--- src/rtl/regfile_wb_arbiter.sv ---
// Round-robin write-back arbiter for the register file's single write port,
// plus a per-register pending-write scoreboard used for RAW stalls.
module regfile_wb_arbiter #(
   parameter int DATA_W = 16,
   parameter int ADDR_W = 5
) (
   input  logic                 clk,
   input  logic                 rst,
   input  logic [2:0]           req,
   input  logic [ADDR_W-1:0]    req_addr_0,
   input  logic [ADDR_W-1:0]    req_addr_1,
   input  logic [ADDR_W-1:0]    req_addr_2,
   input  logic [DATA_W-1:0]    req_data_0,
   input  logic [DATA_W-1:0]    req_data_1,
   input  logic [DATA_W-1:0]    req_data_2,
   output logic [2:0]           gnt,
   output logic [ADDR_W-1:0]    write_addr,
   output logic [DATA_W-1:0]    write_data,
   output logic                 RegWrite,
   input  logic                 rsv_valid,
   input  logic [ADDR_W-1:0]    rsv_addr,
   output logic [2**ADDR_W-1:0] busy
);

   localparam int NREG = 2**ADDR_W;

   logic [1:0]        ptr_r;
   logic [1:0]        ptr_nxt_s;
   logic [2:0]        rr_gnt_s;
   logic [2:0]        gnt_s;
   logic [ADDR_W-1:0] sel_addr_s;
   logic [DATA_W-1:0] sel_data_s;
   logic [ADDR_W-1:0] write_addr_r;
   logic [DATA_W-1:0] write_data_r;
   logic              reg_write_r;
   logic [NREG-1:0]   busy_r;
   logic [NREG-1:0]   busy_nxt_s;

   // Round-robin pick starting at ptr; an illegal pointer behaves like ptr=0
   always_comb begin
      rr_gnt_s = 3'b000;
      case (ptr_r)
         2'd1: begin
            if (req[1])      rr_gnt_s = 3'b010;
            else if (req[2]) rr_gnt_s = 3'b100;
            else if (req[0]) rr_gnt_s = 3'b001;
            else             rr_gnt_s = 3'b000;
         end
         2'd2: begin
            if (req[2])      rr_gnt_s = 3'b100;
            else if (req[0]) rr_gnt_s = 3'b001;
            else if (req[1]) rr_gnt_s = 3'b010;
            else             rr_gnt_s = 3'b000;
         end
         default: begin
            if (req[0])      rr_gnt_s = 3'b001;
            else if (req[1]) rr_gnt_s = 3'b010;
            else if (req[2]) rr_gnt_s = 3'b100;
            else             rr_gnt_s = 3'b000;
         end
      endcase
      gnt_s = rst ? 3'b000 : rr_gnt_s;
   end

   // Select the granted source's payload and the pointer that follows it
   always_comb begin
      sel_addr_s = {ADDR_W{1'b0}};
      sel_data_s = {DATA_W{1'b0}};
      ptr_nxt_s  = ptr_r;
      case (gnt_s)
         3'b001: begin
            sel_addr_s = req_addr_0;
            sel_data_s = req_data_0;
            ptr_nxt_s  = 2'd1;
         end
         3'b010: begin
            sel_addr_s = req_addr_1;
            sel_data_s = req_data_1;
            ptr_nxt_s  = 2'd2;
         end
         3'b100: begin
            sel_addr_s = req_addr_2;
            sel_data_s = req_data_2;
            ptr_nxt_s  = 2'd0;
         end
         default: begin
            sel_addr_s = {ADDR_W{1'b0}};
            sel_data_s = {DATA_W{1'b0}};
            ptr_nxt_s  = ptr_r;
         end
      endcase
   end

   // Scoreboard next state: a new reservation beats a same-edge clear; r0 never busy
   always_comb begin
      busy_nxt_s = busy_r;
      for (int k = 0; k < NREG; k++) begin
         if (k == 0)
            busy_nxt_s[k] = 1'b0;
         else if (rsv_valid && (rsv_addr == ADDR_W'(k)))
            busy_nxt_s[k] = 1'b1;
         else if (reg_write_r && (write_addr_r == ADDR_W'(k)))
            busy_nxt_s[k] = 1'b0;
         else
            busy_nxt_s[k] = busy_r[k];
      end
   end

   // Arbitration pointer
   always_ff @(posedge clk) begin
      if (rst) ptr_r <= 2'd0;
      else     ptr_r <= ptr_nxt_s;
   end

   // Registered write port; a transfer to r0 is accepted but never strobes RegWrite
   always_ff @(posedge clk) begin
      if (rst) begin
         write_addr_r <= {ADDR_W{1'b0}};
         write_data_r <= {DATA_W{1'b0}};
         reg_write_r  <= 1'b0;
      end else if (gnt_s != 3'b000) begin
         write_addr_r <= sel_addr_s;
         write_data_r <= sel_data_s;
         reg_write_r  <= (sel_addr_s != {ADDR_W{1'b0}});
      end else begin
         reg_write_r  <= 1'b0;
      end
   end

   // Pending-write mask
   always_ff @(posedge clk) begin
      if (rst) busy_r <= {NREG{1'b0}};
      else     busy_r <= busy_nxt_s;
   end

   assign gnt        = gnt_s;
   assign write_addr = write_addr_r;
   assign write_data = write_data_r;
   assign RegWrite   = reg_write_r;
   assign busy       = busy_r;

endmodule

--- config.mk ---
export PLATFORM = sky130hd
export DESIGN_NAME = regfile_wb_arbiter
export DESIGN_NICKNAME = d
export VERILOG_FILES = /design/src/rtl/regfile_wb_arbiter.sv
export SDC_FILE = /design/constraint.sdc
export NUM_CORES = 1
export LEC_CHECK = 0
export BUFFER_PORTS_ARGS = -buffer_cell sky130_fd_sc_hd__buf_2
export CAP_MARGIN = 20
export CORE_UTILIZATION = 49
export CTS_CLUSTER_DIAMETER = 120
export DETAILED_ROUTE_END_ITERATION = 8
export MAX_ROUTING_LAYER = met4
export PLACE_DENSITY = 0.87
export SLEW_MARGIN = 5
export SYNTH_ARGS = -nofsm -noshare
export SYNTH_HDL_FRONTEND = slang
export SYNTH_SLANG_ARGS = --single-unit
--- constraint.sdc ---
create_clock -name clk -period 4.25 [get_ports clk]
set_input_delay 1.275 -clock clk [delete_from_list [all_inputs] [get_ports clk]]
set_output_delay 1.275 -clock clk [all_outputs]
set_load 0.005 [all_outputs]
==> results.tsv <==
metric	value	unit
outcome	complete, no violations	
Synth Cell Area	2665	um2
Cell variety after synth	44	
hold depth	2	
Leak	1.475	nW
Core Region	5172	um2
final hold violations	0	
antenna fix cells	0	
leading area contributor after synthesis	dfxtp_1	
register area	1101	um2
cts bufs inserted	5	
die area	5738	um2
hold buffer count at CTS	0	
IO Count	131	
CTS sink count	55	
crit path time final	3.672	ns
critical path class	input port to output port	
combinational power share	23.6	%
setup TNS	0	ns
NetSw	0.0003631	W
pin count of the biggest net entering global routing	36	
global route overflow	0	
initial antenna violation count	0	
die width	75.75	um
reg-to-reg slack, setup	1.40	ns
CTS resizes	0	
Sw Ratio	31.68	%
Clock Power Share	25.0	%
reg-to-reg startpoint	ptr_r[0]$_SDFFE_PP0P_	
Cells after DPL	498	
postcts setup bufs	0	
Post-synth top cells	dfxtp_1 (55), a21oi_1 (49), nand2_1 (35)	
RD Place Congestion	0.9211	
Synth Net Count	394	
Routed Antenna Nets	0	
clock-pin slew on the worst setup and hold paths	0.10	ns
first-pass GRT wire length	11700	um
layout cell share with drive strength beyond 1	34.86	%
DR WL/cell	15.23	um
final core area utilization	66.01	%
Slew Limit Fails	0	
number of remaining DRC errors	0	
largest fanout on the critical path	27	
Iter 0 DRT Violations	223	
Bufs on Longest Clock Path	2	
Port Buf Inserts	129	
setup repair after global routing missed its margin	no	
WHS Endpoint	busy[17]$_SDFFE_PP0P_	
Power Density	335.7	nW/um2
Hold Slack	0.4779	ns
Hold Path Class	flop to flop	
Reg power frac	51.3	%
CTS tree	yes	
Worst IR Drop VDD	0.2063	mV
final setup margin	0.5776	ns
Clock Latency Late Sink	0.31	ns
top post-synthesis cells by area	dfxtp_1 (41%), a32oi_1 (11%), a21oi_1 (9.2%)	
fmax	272.3	MHz
Std-Cell Rows	26	
FF-to-FF End	RegWrite$_SDFF_PP0_	
number of cells on the worst reg-to-reg path	9	
Synth-to-Final Area Change	28.12	%
WL final	7705	um
detailed-route via count	2962	
Die Ht	75.75	um
Worst EP required	2.97	ns
clk_skew	0.004543	ns
post-DR vias/cell	5.854	
Yosys warnings	0	
Non-Filler Instances	506	
# setup viols final	0	
Starting Density	51.52	%
sequential fraction of the synthesis area	41.31	%
Pre-antenna DRT Iters	4	
crit start category	input port	
H-tree levels	2	
GRT Util Overall	27.64	%
Async S/R FF share, synth	0	%
EDFF count, synth	0	
CTS Root Cell	clkbuf_8	
fill count	449	
average cell area after synthesis	8.381	um2
multi-input logic area	1435	um2
min-delay src	busy[17]$_SDFFE_PP0P_	
vias in the first global route	2618	
#FFs+latches synth	55	
Synth Flop Type	dfxtp_1	
count leader, synth	dfxtp_1	
Detailed Place HPWL	5692	um
CP endpoint kind	output port	
Yosys top cell area share	41.31	%
Max Cap Viol	0	
Worst Path Arrival	2.40	ns
Synth Instances	318	
Int Power	0.0007833	W
crit share post-route	86.41	%
nets	511	
Post-Place Worst Slack	0.6048	ns
[worst max-delay path by stage]
stage               startpoint  endpoint  slack (ns)
CTS                        rst    gnt[1]        0.60
detailed placement         rst    gnt[1]        0.60
finish                     rst    gnt[1]        0.58
floorplan                  rst    gnt[1]        0.89
global placement           rst    gnt[1]        0.64
global route               rst    gnt[1]        0.49
[flip-flops by register name (all words and copies together), names as in the netlist]
register,cells
write_data,16
busy,31
write_addr,5
ptr_r,2
RegWrite,1
[worst max-delay path, stage by stage]
cell and delay (ns):
buf_2 0.35, clkinv_2 0.24, o311ai_4 0.16, inv_4 0.19
buf_2 0.17
[power by group through the flow]
stage / logic, W / clock network (W) / registers (W)
floorplan: 0.000163 / 0 / 0.000592
global placement: 0.000260 / 0 / 0.000599
detailed placement: 0.000268 / 0 / 0.000599
CTS: 0.000268 / 0.000293 / 0.000587
global route: 0.000301 / 0.000316 / 0.000594
finish: 0.000271 / 0.000287 / 0.000589
[per-layer routing]
layer  up-vias  share of wire [%]  track usage, %
met5         -                  0               -
met4         0                1.2           9.465
met3         8                7.9           5.688
met2       166                 49           45.82
met1      1358                 42           33.28
li1       1430                  -               -
[kinds of logic after synthesis]
group	Yosys count	synth area share [%]
AOI/OAI and AO/OA	131	32.77
DFF	55	41.31
and+or+nand+nor	99	19.62
other	1	0.1407
buffers and inverters	29	4.835
adders and majority gates	3	1.314
[cell usage in the layout (no fill, tap or decap), types with 2 or more instances in the layout]
cell and instances:
a221o_1 3, buf_2 129, nor2_1 10, nand3_1 13, clkbuf_8 5, o21a_1 2
a21oi_1 49, dfxtp_1 55, nor2b_1 8, nand4_1 5, and2_1 2, o21ai_0 33
nor3_1 3, nor3b_1 2, nand2b_1 5, ha_1 2, or2_2 3, and3_1 3
nand2_1 35, clkinv_2 2, buf_4 5, nand4b_1 2, a32oi_1 34, inv_1 3
o21ai_1 2, o211a_1 2, nor3b_2 2
[final cells by class]
| class | count | share of cell area (%) |
|---|---|---|
| clock buffer | 6 | 2.125 |
| clock inverter | 2 | 0.3664 |
| inverter | 5 | 0.6596 |
| multi-input combinational | 234 | 42.03 |
| sequential | 55 | 32.25 |
| tap | 70 | 2.565 |
| timing repair buffer | 134 | 20.01 |
[per-stage QoR]
step                      area [um2]  power [W]
after detailed placement        3329  0.0008667
after global routing            3415   0.001210
after floorplan                 2665  0.0007556
after global placement          3329  0.0008590
final                           3415   0.001146
after CTS                       3415   0.001149
Power figures use the tool's default switching activity.
